### config.mk
export PLATFORM = sky130hd
export DESIGN_NAME = mem_access_ctrl
export DESIGN_NICKNAME = d
export VERILOG_FILES = /design/src/rtl/mem_access_ctrl.sv
export SDC_FILE = /design/constraint.sdc
export NUM_CORES = 1
export LEC_CHECK = 0
export ABC_AREA = 0
export CAP_MARGIN = 20
export CELL_PAD_IN_SITES_DETAIL_PLACEMENT = 2
export CELL_PAD_IN_SITES_GLOBAL_PLACEMENT = 2
export CORE_ASPECT_RATIO = 0.8
export CORE_UTILIZATION = 23
export CTS_BUF_LIST = sky130_fd_sc_hd__clkbuf_8
export DETAILED_ROUTE_END_ITERATION = 16
export GPL_ROUTABILITY_DRIVEN = 1
export PLACE_DENSITY_LB_ADDON = 0.1
export SETUP_SLACK_MARGIN = 0.5
export SYNTH_ARGS = -nofsm -noshare
export SYNTH_HDL_FRONTEND = slang
export SYNTH_SLANG_ARGS = --single-unit
### constraint.sdc
create_clock -name clk -period 4.45 [get_ports clk]
set_input_delay 0.445 -clock clk [delete_from_list [all_inputs] [get_ports clk]]
set_output_delay 0.445 -clock clk [all_outputs]
set_load 0.01 [all_outputs]
### src/rtl/mem_access_ctrl.sv
// mem_access_ctrl: sits between the datapath bus and a 512x32 synchronous-read RAM.
// It holds the MAR and MDR and runs one read or write at a time using a req/done handshake.
// It absorbs the RAM's one-cycle registered read latency and WAIT_STATES extra idle cycles.
// Optional feature macro: MEM_BUSY_ERR_EN. When it is defined, a request made while busy sets the
// sticky mem_err flag. When it is undefined, mem_err is tied low.
module mem_access_ctrl #(
  parameter int ADDR_W      = 9,
  parameter int DATA_W      = 32,
  parameter int WAIT_STATES = 0
) (
  input  logic              clk,
  input  logic              clr,
  input  logic [DATA_W-1:0] bus_in,
  input  logic              MAR_in,
  input  logic              MDR_in,
  input  logic              mem_req,
  input  logic              mem_we,
  output logic              mem_busy,
  output logic              mem_done,
  output logic              mem_err,
  output logic [DATA_W-1:0] MDR_out,
  output logic [ADDR_W-1:0] ram_addr,
  output logic [DATA_W-1:0] ram_data_in,
  output logic              ram_read,
  output logic              ram_write,
  input  logic [DATA_W-1:0] ram_data_out
);

  typedef enum logic [2:0] {
    S_IDLE    = 3'd0,
    S_ACCESS  = 3'd1,
    S_WAIT    = 3'd2,
    S_CAPTURE = 3'd3,
    S_DONE    = 3'd4
  } state_e;

  // A WAIT_STATES of zero skips the WAIT state entirely, so its load value is never used.
  localparam bit       HasWait  = (WAIT_STATES > 0);
  localparam logic [3:0] WaitLoad = (WAIT_STATES > 0) ? 4'(WAIT_STATES - 1) : 4'd0;

  state_e            state_q, state_d;
  logic [ADDR_W-1:0] mar_q, mar_d;
  logic [DATA_W-1:0] mdr_q, mdr_d;
  logic              weLat_q, weLat_d;
  logic [3:0]        waitCnt_q, waitCnt_d;
  logic              acceptReq;
  logic              busyState;

  assign busyState = (state_q == S_ACCESS) || (state_q == S_WAIT) || (state_q == S_CAPTURE);

  // Next-state, register-load and wait-counter logic. MAR/MDR loads happen only between transactions.
  always_comb begin
    state_d   = state_q;
    mar_d     = mar_q;
    mdr_d     = mdr_q;
    weLat_d   = weLat_q;
    waitCnt_d = waitCnt_q;
    acceptReq = 1'b0;
    case (state_q)
      S_IDLE, S_DONE: begin
        if (MAR_in) mar_d = bus_in[ADDR_W-1:0];
        if (MDR_in) mdr_d = bus_in;
        if (mem_req) begin
          acceptReq = 1'b1;
          weLat_d   = mem_we;
          state_d   = S_ACCESS;
        end else begin
          state_d = S_IDLE;
        end
      end
      S_ACCESS: begin
        if (HasWait) begin
          waitCnt_d = WaitLoad;
          state_d   = S_WAIT;
        end else begin
          state_d = weLat_q ? S_DONE : S_CAPTURE;
        end
      end
      S_WAIT: begin
        if (waitCnt_q == 4'd0) begin
          state_d = weLat_q ? S_DONE : S_CAPTURE;
        end else begin
          waitCnt_d = waitCnt_q - 4'd1;
        end
      end
      S_CAPTURE: begin
        mdr_d   = ram_data_out;
        state_d = S_DONE;
      end
      default: state_d = S_IDLE;
    endcase
  end

  // State and datapath registers. The clear is asynchronous, so an in-flight write drops at once.
  always_ff @(posedge clk or negedge clr) begin
    if (!clr) begin
      state_q   <= S_IDLE;
      mar_q     <= '0;
      mdr_q     <= '0;
      weLat_q   <= 1'b0;
      waitCnt_q <= 4'd0;
    end else begin
      state_q   <= state_d;
      mar_q     <= mar_d;
      mdr_q     <= mdr_d;
      weLat_q   <= weLat_d;
      waitCnt_q <= waitCnt_d;
    end
  end

`ifdef MEM_BUSY_ERR_EN
  logic err_q, err_d;

  // Sticky busy-request flag. It is cleared by the next request that is actually accepted.
  always_comb begin
    err_d = err_q;
    if (acceptReq) begin
      err_d = 1'b0;
    end else if (busyState && mem_req) begin
      err_d = 1'b1;
    end
  end

  // Error flag register.
  always_ff @(posedge clk or negedge clr) begin
    if (!clr) begin
      err_q <= 1'b0;
    end else begin
      err_q <= err_d;
    end
  end

  assign mem_err = err_q;
`else
  assign mem_err = 1'b0;
`endif

  // The handshake and RAM strobes decode only from registered state, so they cannot glitch.
  assign mem_busy    = busyState;
  assign mem_done    = (state_q == S_DONE);
  assign ram_read    = (state_q == S_ACCESS) && !weLat_q;
  assign ram_write   = (state_q == S_ACCESS) && weLat_q;
  assign MDR_out     = mdr_q;
  assign ram_addr    = mar_q;
  assign ram_data_in = mdr_q;

endmodule

---- Word level (Yosys, flattened, before mapping) ----
Cells that the tools add are included.
cells by class
  bitwise logic cells ..................... 1
  reduce and logical (&&, ||, !) cells .... 13
  equality and inequality tests ........... 6
  add/subtract/negate cells ............... 1
  multiplexer cells ....................... 6
operator list
  kind                   number
  $pmux W32 S2           1
  $mux W32               1
  $pmux W3 S4            1
  $reduce_and A2 Y1      4
  $eq A3 B2 Y1 const B   2
  $mux W3                2
  $logic_not A4 Y1       1
  $sub A4 B1 Y4 const B  1
  $eq A3 B1 Y1 const B   1
  $eq A3 B3 Y1 const B   1
  $logic_not A3 Y1       1
  $logic_and A1 B1 Y1    2
  $logic_or A1 B1 Y1     2
  $ne A2 B1 Y1 const B   1
  $ne A2 B2 Y1 const B   1
  $reduce_bool A2 Y1     1
  $reduce_or A2 Y1       1
  $logic_not A1 Y1       1
  $mux W1                1
  $not A1 Y1             1
storage, ports and cells
  logic and storage cells ................. 32
  output and inout port bits .............. 78
  bits of input ports ..................... 70
  register bits after elaboration ......... 49

---- Depth between registers and ports, before layout ----
Gate-level depths: netlist (run 1).
  word-level depth ........................ 4
  gate-level depth with buffers ........... 6

---- Worst setup path after synthesis (run 1) ----
Ideal clock, no wire load.
  kind .................................... reg-to-reg
  start ................................... register state_q[0]
  end ..................................... register waitCnt_q[3]
  slack ................................... 2.952 ns
  data arrival time ....................... 1.370 ns
  cell stages (with the launch flop) ...... 5
  clock period less this slack ............ 1.498 ns
  cell sequence ........................... dfrtp_1 -> buf_6 -> or3b_4 -> nor4_4 -> mux2_1
between the ends
  cells in the longest elaborated chain, start to end .. 2
ends and longest elaborated chain
  element                      line  RTL
  start: declaration           41    state_e state_q, state_d;
  start signal: assignment     103   state_q <= state_d;
  $eq A3 B2 Y1                 59    case (state_q)
  $reduce_and A2 Y1 (no line)  n/a
  end signal: assignment       107   waitCnt_q <= waitCnt_d;
  end: declaration             45    logic [3:0] waitCnt_q, waitCnt_d;
No other way between the ends.
A chain may end at the register's enable or synchronous reset.

---- Worst setup path in the final report (run 1) ----
  start ................................... register state_q[1]
  end ..................................... output port ram_read
between the ends
  cells in the longest elaborated chain, start to end .. 2
ends and longest elaborated chain
  element              line  RTL
  $eq A3 B1 Y1         141   assign ram_read = (state_q == S_ACCESS) && !weLat_q;
  $logic_and A1 B1 Y1  141
  end: declaration     24    output logic ram_read,
No other way between the ends.

==> results of run 1 <==
per-stage QoR:
stage / util (%) / power (mW) / instance area, µm² / hold WS, ns / setup slack [ns]
3_5_place_dp: 36.83 / 2.329 / 3832 / 0.5044 / 2.155
5_1_grt: 38.12 / 2.869 / 3966 / 0.3129 / 2.013
6_report: 38.12 / 2.676 / 3966 / 0.2589 / 2.141
2_1_floorplan: - / 1.607 / 2495 / 0.1494 / 2.952
4_1_cts: 38.12 / 2.728 / 3966 / 0.2835 / 2.083
3_3_place_gp: 36.83 / 2.279 / 3832 / 0.4894 / 2.204
worst max-delay path by stage:
stage          depth (start not counted)      endpoint        from
2_1_floorplan                          4  waitCnt_q[3]  state_q[0]
3_3_place_gp                           5   MDR_out[24]      MDR_in
3_5_place_dp                           5   MDR_out[21]      MDR_in
4_1_cts                                3      ram_read  state_q[1]
5_1_grt                                3      ram_read  state_q[0]
6_report                               3      ram_read  state_q[1]
cell families (layout without fill, tap and decap cells):
kind of cell | count (synthesis) | after routing | synth area share (%)
simple gates | 87 | 87 | 16.70
compound gates | 62 | 62 | 13.39
buf+inv | 54 | 162 | 13.99
flops | 49 | 49 | 49.15
mux | 13 | 13 | 5.767
fa+ha+maj | 1 | 1 | 0.5014
other cells | 1 | 1 | 0.1503
xor+xnor | 1 | 1 | 0.3511
final cells by class:
| type | count | area (µm²) |
|---|---|---|
| sequential | 49 | 1226 |
| clock inverter | 3 | 65.06 |
| fill | 1151 | 6439 |
| tap | 140 | 175.2 |
| timing repair buffer | 151 | 1494 |
| clock buffer | 5 | 68.82 |
| multi-input combinational | 165 | 925.9 |
| inverter | 3 | 11.26 |
power by group through the flow:
stage / registers (mW) / clock network, mW / logic [mW]
after floorplan: 0.877 / 0 / 0.730
after global placement: 0.844 / 0 / 1.44
after detailed placement: 0.857 / 0 / 1.47
after CTS: 0.851 / 0.400 / 1.48
after global routing: 0.879 / 0.414 / 1.58
final: 0.842 / 0.382 / 1.45
worst max-delay path, cell delays in order, from the launching register on:
cell and delay [ns]:
dfrtp_1 0.52, nand2b_1 0.23, nor3_1 0.23, clkdlybuf4s50_1 0.58
state kept, by name, indices dropped and copies added, names as in the netlist:
register and cells:
waitCnt_q 4, state_q 3, ram_addr 9, weLat_q 1
MDR_out 32
Yosys cell counts (2+ instances only):
master | n | area, µm²
nand3b_1 | 2 | 15.01
clkbuf_1 | 7 | 26.28
mux2_2 | 10 | 112.6
nor3b_1 | 2 | 15.01
dfrtp_1 | 49 | 1226
buf_4 | 34 | 255.2
and2_1 | 2 | 12.51
nand2_1 | 35 | 131.4
mux2i_1 | 2 | 20.02
a21oi_1 | 49 | 245.2
inv_1 | 3 | 11.26
nand3_1 | 9 | 45.04
a22oi_1 | 8 | 60.06
o21ai_0 | 3 | 15.01
nor2_1 | 28 | 105.1
buf_2 | 9 | 45.04
layer usage:
metal | routed length (µm) | vias up | global-route usage [%]
met3 | 762 | 5 | 5.443
met4 | 55 | 0 | 3.481
li1 | - | 1075 | -
met5 | 0 | - | 0
met1 | 3922 | 1105 | 19.75
met2 | 3976 | 92 | 25.93
==> metrics, run 1 <==
EDFF count, synth 0; row cnt 33; Syn. warnings 0; height of the die 95.16 µm; Switching Share 36.13%; diode count 0; Pint 1.709 mW; hold buffers post-CTS 0; CTS Buf Count 5; most frequent cells in the layout clkdlybuf4s50_1, dfrtp_1, a21oi_1; DPL Wire Length 6.453 mm; area delta synth->final 58.98%; Clk pwr share 14.3%; first-pass GRT wire length 13.69 mm; Post-Synthesis Cells 268; largest net degree at the start of global routing 50; combinational share of power 54.2%; placed cells 508; fin. max-slew vios 0; DRC Markers 0; number of I/O pins 148; RSZ-0062 raised after global routing false; Wirelength per Cell 16.89 µm; critical-path maximum fanout 11; sequential share of power 31.5%; CTS tree done; Power Density 674.7 nW/µm²; Via density 4.413; Psw 967.0 µW; clock slew at reported path FFs 0.09 ns; WP data required 4.01 ns; r2r worst-path depth 4; nets@finish 446; Post-Syn Area per Cell 9.309 µm²; GRT overflow 0; gr usage total 15.65%; Post-CTS Setup Bufs 0; layout cell share with drive strength beyond 1 7.447%; Synth async-reset ratio 100.0%; Mapped Area 2495 µm²; # clock sinks 49; Critical Path End Type output port; routed via count 2277; clk_skew 0.003222 ns; initial antenna violation count 0; Final period util 51.89%; Worst VDD drop 189.2 µV; Max-cap violations 0; reg2reg start state_q[0]; Core Box Area 10410 µm²; PortBufs 146; initial drt markers 51; Final setup viols 0; Most used DFF post-synth dfrtp_1; Worst Setup Start Kind register; Die Width 118.4 µm; worst skew pair latency 0.30 ns; Hold WC Path Type input pin to asynchronous set/reset pin; synthesized net count 339; leakage power 1.682 nW; status finished clean; Final Hold Viols 0; crit path DAT 1.86 ns; Initial Utilization 23.98%; clk root buf clkbuf_8; H-tree depth 2; Max transition margin 53.87%; WL final 8.717 mm; PostCTS Resize Cnt 0; worst-case clock buffer depth 2; critical path class register to output port; RePlAce Congestion 0.7232; worst reg2reg setup slack 2.47 ns; final worst path period need 2.309 ns; Synth cell types 32; Total Neg Setup Slack 0 ns; sequential fraction of the synthesis area 49.15%; RR Endpoint MDR_out[21]; ANT nets after route 0; Yosys reg bits 49; vias in the first global route 2503; fmax 0.4331 GHz; Non-Filler Instances 516; Worst Tran Pin Value 0.6898 ns; die area 11270 µm²; commonest non-fill, non-tap cell in the layout clkdlybuf4s50_1; TritonRoute pass-1 iters 4
(Power assumes the default switching activity.)
==> run 2, diff against run 1 <==
CORE_UTILIZATION = 21   (was 23)
clock period = 2.18 ns   (was 4.45 ns; I/O delays follow)
==> run 2 against run 1 <==
  * Register-to-register slack worse by 1.9 ns
  * Flip-flop and latch count is the same
  * Clock-buffer cell count unchanged
  * Sequential power increased by 100%
  * Non-clock buffer count rose by 9
  * First-iteration DRC count increased by 22%
  * Clock power up 78%
  * Die area rose by 9.3%
  * Critical endpoint is now waitCnt_q[3]
  * Largest cell class unchanged
  * Highest routed layer unchanged
==> metrics, run 2 (synthesized netlist as in run 1, its figures left out) <==
status finished clean; PortBufs 146 (unchanged); RePlAce Congestion 0.7148 (-1.2%); Worst Setup Start Kind register; Initial Utilization 21.58% (-2.4 points); Final setup viols 0 (unchanged); max reg flops 32 (unchanged); initial drt markers 62 (+22%); Switching Share 36.69% (+0.56 points); Clk pwr share 12.5% (-1.8 points); area delta synth->final 62.84%; ANT nets after route 0 (unchanged); reg2reg start state_q[0]; slowest stage cell, crit path dfrtp_2; Power Density 1336 nW/µm² (+98%); Crit path max-delay family simple AND/OR/NAND/NOR gates; Multi-input gate area 948.4 µm² (+2.4%); number of I/O pins 148 (unchanged); M1 WL 3.935 mm (+0.33%); row cnt 35 (+6.1%); CTS Buf Count 5 (unchanged); DPL Wire Length 6.171 mm (-4.4%); initial antenna violation count 0 (unchanged); commonest non-fill, non-tap cell in the layout clkdlybuf4s50_1; Psw 1.992 mW (+110%); Seq. cell area 1231 µm² (+0.41%); critical-path maximum fanout 9 (-2); critical path class register to register; Die Width 123.9 µm (+4.6%); WP data required 2.38 ns (-1.63 ns); Critical Path End Type register; met3 routed WL 611 µm (-20%); Max transition margin 59.58% (+5.7 points); Max-cap violations 0 (unchanged); clk root buf clkbuf_8; Hold Slack 0.4598 ns (+0.2009 ns); worst-case clock buffer depth 2 (unchanged); vias in the first global route 2578 (+3.0%); Total Neg Setup Slack 0 ns (unchanged); Pwr Total 5.428 mW (+100%); WP buf/inv 1 (unchanged); Final Hold Viols 0 (unchanged); Worst VDD drop 376.0 µV (+99%); final worst path period need 1.613 ns; Core Box Area 11560 µm² (+11%); critical path's largest stage delay 0.43 ns (-0.15 ns); TritonRoute pass-1 iters 4 (unchanged); RSZ-0062 raised after global routing true; worst skew pair latency 0.30 ns (about the same); Worst Tran Pin Value 0.6064 ns (-0.08343 ns); fin. max-slew vios 0 (unchanged); Wirelength per Cell 16.17 µm (-4.3%); leakage power 1.727 nW (+2.7%); Final period util 74.01%; Critical path origin state_q[0]; Hold WC Path Type input pin to asynchronous set/reset pin; gr usage total 14.54% (-1.1 points); clk_skew 0.003455 ns (+0.0002323 ns); met2 wire len 4.042 mm (+1.7%); most frequent cells in the layout clkdlybuf4s50_1, a21oi_1, dfrtp_1; first-pass GRT wire length 13.65 mm (-0.30%); CTS tree done; clock slew at reported path FFs 0.10 ns (about the same); Critical Path, Cell by Cell buf_4, or3b_4, nor4_4, mux2_1; GRT overflow 0 (unchanged); Max Used Layer met4; diode count 0 (unchanged); H-tree depth 2 (unchanged); routed via count 2350 (+3.2%); die area 12320 µm² (+9.3%); FILL cells 1280 (+11%); combinational share of power 56.6% (+2.4 points); nets@finish 455 (+2.0%); # clock sinks 49 (unchanged); DRC Markers 0 (unchanged); sequential share of power 30.9% (-0.6 points); height of the die 99.49 µm (+4.6%); WL final 8.620 mm (-1.1%); layout cell share with drive strength beyond 1 12.21% (+4.8 points); fmax 0.6198 GHz; crit path DAT 1.81 ns (-0.05 ns); Pint 3.437 mW (+100%); Via density 4.409 (about the same); largest net degree at the start of global routing 33 (-34%)
==> run 2: cell count changes in the layout (fill, tap and decap cells not counted), moves of 2 or more <==
cell and delta:
dfrtp_1 -4, clkbuf_2 +2, buf_6 +2, clkdlybuf4s50_1 -4, dlygate4sd2_1 +2, buf_4 +5, dfrtp_2 +4
==> run 2: what timing repair did <==
| item | 4_1_cts | 5_1_grt |
|---|---|---|
| resized for setup | 11 | 9 |
| hold buffers | 1 | 0 |
| setup buffers | 5 | 1 |
| setup endpoints to repair | 13 | 29 |
| hold endpoints to repair | 21 | 0 |
==> run 2: worst paths after layout <==
| path | to | slack, ns | depth (start not counted) |
|---|---|---|---|
| worst max-delay path | waitCnt_q[3] | 0.57 | 4 |
| worst min-delay path | MDR_out[28] | 0.46 | 2 |
| worst max register to register | waitCnt_q[3] | 0.57 | 4 |
| worst min register to register | ram_addr[8] | 0.52 | 1 |
| max in group asynchronous | state_q[2] | 1.14 | 3 |
| min in group clk | MDR_out[31] | 0.48 | 3 |
==> run 2: final cells by class <==
class                   count  area share, %
inverters                   3         0.2772
multi-input cells         165          23.34
repair buffers            160          38.68
clock buffers               5          1.694
flip-flops and latches     49          30.30
clock inverters             3          1.140
well taps                 148          4.558
==> run 2: power by group through the flow <==
| stage | clock, mW | sequential, mW | combinational [mW] |
|---|---|---|---|
| 3_5_place_dp | 0 | 1.75 | 3.00 |
| 4_1_cts | 0.722 | 1.71 | 3.10 |
| 3_3_place_gp | 0 | 1.72 | 2.95 |
| 6_report | 0.679 | 1.68 | 3.07 |
| 5_1_grt | 0.750 | 1.75 | 3.37 |
| 2_1_floorplan | 0 | 1.79 | 1.49 |
==> run 2: per-stage QoR <==
| step | instances | instance area, µm² | worst slack [ns] | utilization (%) |
|---|---|---|---|---|
| finish | 533 | 4063 | 0.5665 | 35.14 |
| global route | 533 | 4063 | 0.4910 | 35.14 |
| global placement | 518 | 3870 | 0.4218 | 33.47 |
| detailed placement | 518 | 3870 | 0.3752 | 33.47 |
| CTS | 532 | 4045 | 0.4525 | 34.99 |
| floorplan | 268 | 2495 | 0.6823 | - |
==> run 2: worst reg2reg max path: stages (launching register included) <==
cell and delay (ns):
dfrtp_2 0.43, buf_4 0.17, or3b_4 0.43, nor4_4 0.14, mux2_1 0.33
==> run 2: metal layers <==
layer	global-route usage (%)	up-vias
li1	-	1092
met1	19.14	1172
met2	24.06	84
met3	3.842	2
met4	2.502	0
met5	0	-
==> run 3, diff against run 2 <==
clock period = 1.65 ns   (was 2.18 ns; I/O delays follow)
==> run 3 against run 2 <==
  * Die area did not move
  * Cell count up 13%
  * Sequential share of layout area is 4.9 points lower
  * Largest cell class unchanged
==> metrics, run 3 (synthesized netlist as in run 1, its figures left out) <==
Final Util 41.77% (+6.6 points); Power Density 1789 nW/µm² (+34%); worst skew pair latency 0.32 ns (+0.02 ns); initial antenna violation count 0 (unchanged); ANT nets after route 0 (unchanged); routed via count 2630 (+12%); Initial Utilization 21.58% (unchanged); max reg flops 32 (unchanged); # clock sinks 49 (unchanged); crit path DAT 1.80 ns (about the same); placed cells 524 (+1.2%); Final setup viols 0 (unchanged); Max-cap violations 0 (unchanged); first-pass GRT wire length 15.34 mm (+12%); layout cell share with drive strength beyond 1 48.24% (+36 points); FILL cells 1274 (-0.47%); Total Neg Setup Slack 0 ns (unchanged); Pint 5.302 mW (+54%); WL final 10.51 mm (+22%); Pwr Total 8.641 mW (+59%); Clk pwr share 8.9% (-3.6 points); Final Hold Viols 0 (unchanged); vias in the first global route 2842 (+10%); critical path class register to register; fin. max-slew vios 0 (unchanged); most frequent cells in the layout clkdlybuf4s50_1, buf_6, dfrtp_1; worst-case clock buffer depth 2 (unchanged); Critical Path End Type register; worst slack, placed 0.03507 ns (-0.3401 ns); H-tree depth 2 (unchanged); fmax 0.6297 GHz (+1.6%); worst reg2reg setup slack 0.06 ns (-0.50 ns); nets@finish 524 (+15%); PortBufs 146 (unchanged); leakage power 2.281 nW (+32%); largest net degree at the start of global routing 33 (unchanged); row cnt 35 (unchanged); Via density 4.369 (-0.91%); sequential share of power 25.7% (-5.2 points); CTS Buf Count 5 (unchanged); combinational share of power 65.4% (+8.8 points); WP data required 1.86 ns (-0.52 ns); reg2reg start state_q[1]; Switching Share 38.63% (+1.9 points); RR Endpoint MDR_out[9]; gr usage total 16.63% (+2.1 points); Core Box Area 11560 µm² (unchanged); Worst Setup Start Kind register; clk root buf clkbuf_8; Hold WC Path Type input pin to asynchronous set/reset pin; Psw 3.338 mW (+68%); Final period util 96.24% (+22 points); final worst path period need 1.588 ns (-0.02553 ns); clk_skew 0.005581 ns (+0.002126 ns); status finished clean; Wirelength per Cell 17.46 µm (+7.9%); commonest non-fill, non-tap cell in the layout clkdlybuf4s50_1; GRT overflow 0 (unchanged); clock slew at reported path FFs 0.10 ns (about the same); DRC Markers 0 (unchanged); number of I/O pins 148 (unchanged); Worst VDD drop 606.7 µV (+61%); CTS tree done; Max transition margin 66.41% (+6.8 points); DPL Wire Length 6.424 mm (+4.1%); initial drt markers 46 (-26%); RSZ-0062 raised after global routing true; area delta synth->final 93.58%; Non-Filler Instances 602 (+13%); diode count 0 (unchanged); critical-path maximum fanout 8 (-1); height of the die 99.49 µm (unchanged); r2r worst-path depth 6 (+2); Setup WS post-layout 0.06206 ns (-0.5045 ns); die area 12320 µm² (unchanged); Worst Tran Pin Value 0.5038 ns (-0.1025 ns); TritonRoute pass-1 iters 4 (unchanged); Die Width 123.9 µm (unchanged); RePlAce Congestion 0.7125 (-0.32%)
[run 3: worst max-delay path, stage by stage (launching register included)]
cell and delay, ns:
dfrtp_2 0.43, buf_6 0.13, buf_6 0.12, or3b_4 0.47, buf_16 0.19, nor2_4 0.11
a21oi_1 0.04
[run 3: timing repair]
| item | in CTS | in global routing |
|---|---|---|
| endpoints found under the setup margin | 126 | 108 |
| hold endpoints to repair | 17 | 0 |
| gates cloned | 1 | 1 |
| pin swaps | 3 | 12 |
| gates resized for setup | 324 | 78 |
| buffers inserted | 52 | 15 |
| hold buffers | 1 | 0 |
[run 3: worst max-delay path by stage]
stage | start | endpoint | slack (ns)
final | state_q[1] | MDR_out[9] | 0.06
after global routing | state_q[1] | MDR_out[12] | 0.007
after CTS | state_q[0] | MDR_out[27] | 0.09
after detailed placement | MDR_in | MDR_out[24] | 0.04
after global placement | state_q[1] | ram_write | 0.08
after floorplan | state_q[0] | waitCnt_q[3] | 0.18
[run 3: through the flow]
step,cell area [µm²],hold slack [ns]
after detailed placement,4011,0.1564
after floorplan,2623,-0.1306
after global routing,4830,0.3711
after global placement,4011,0.1545
final,4830,0.3487
after CTS,4700,0.3383
[run 3: final cells by class]
cell class                 count  area [µm²]  share of cell area [%]
clock inverter                 3       22.52                  0.4663
tap                          148       185.2                   3.834
multi-input combinational    165        1189                   24.61
timing repair buffer         229        2125                   43.99
inverter                       3       11.26                  0.2332
sequential                    49        1229                   25.44
clock buffer                   5       68.82                   1.425
[run 3: routing by layer]
layer,part of all wire (%),GRT usage [%],vias up,routed length (µm)
li1,-,-,1232,-
met1,43,20.50,1293,4551
met2,49,29.02,95,5116
met3,6.9,3.784,10,725
met4,1.1,4.171,0,115
met5,0,0,-,0
[run 3: power by group through the flow]
stage / registers (mW) / clock network (mW) / logic, mW
2_1_floorplan: 2.39 / 0 / 2.11
3_3_place_gp: 2.26 / 0 / 4.12
3_5_place_dp: 2.29 / 0 / 4.21
4_1_cts: 2.18 / 0.821 / 5.27
5_1_grt: 2.29 / 0.863 / 6.11
6_report: 2.22 / 0.771 / 5.65
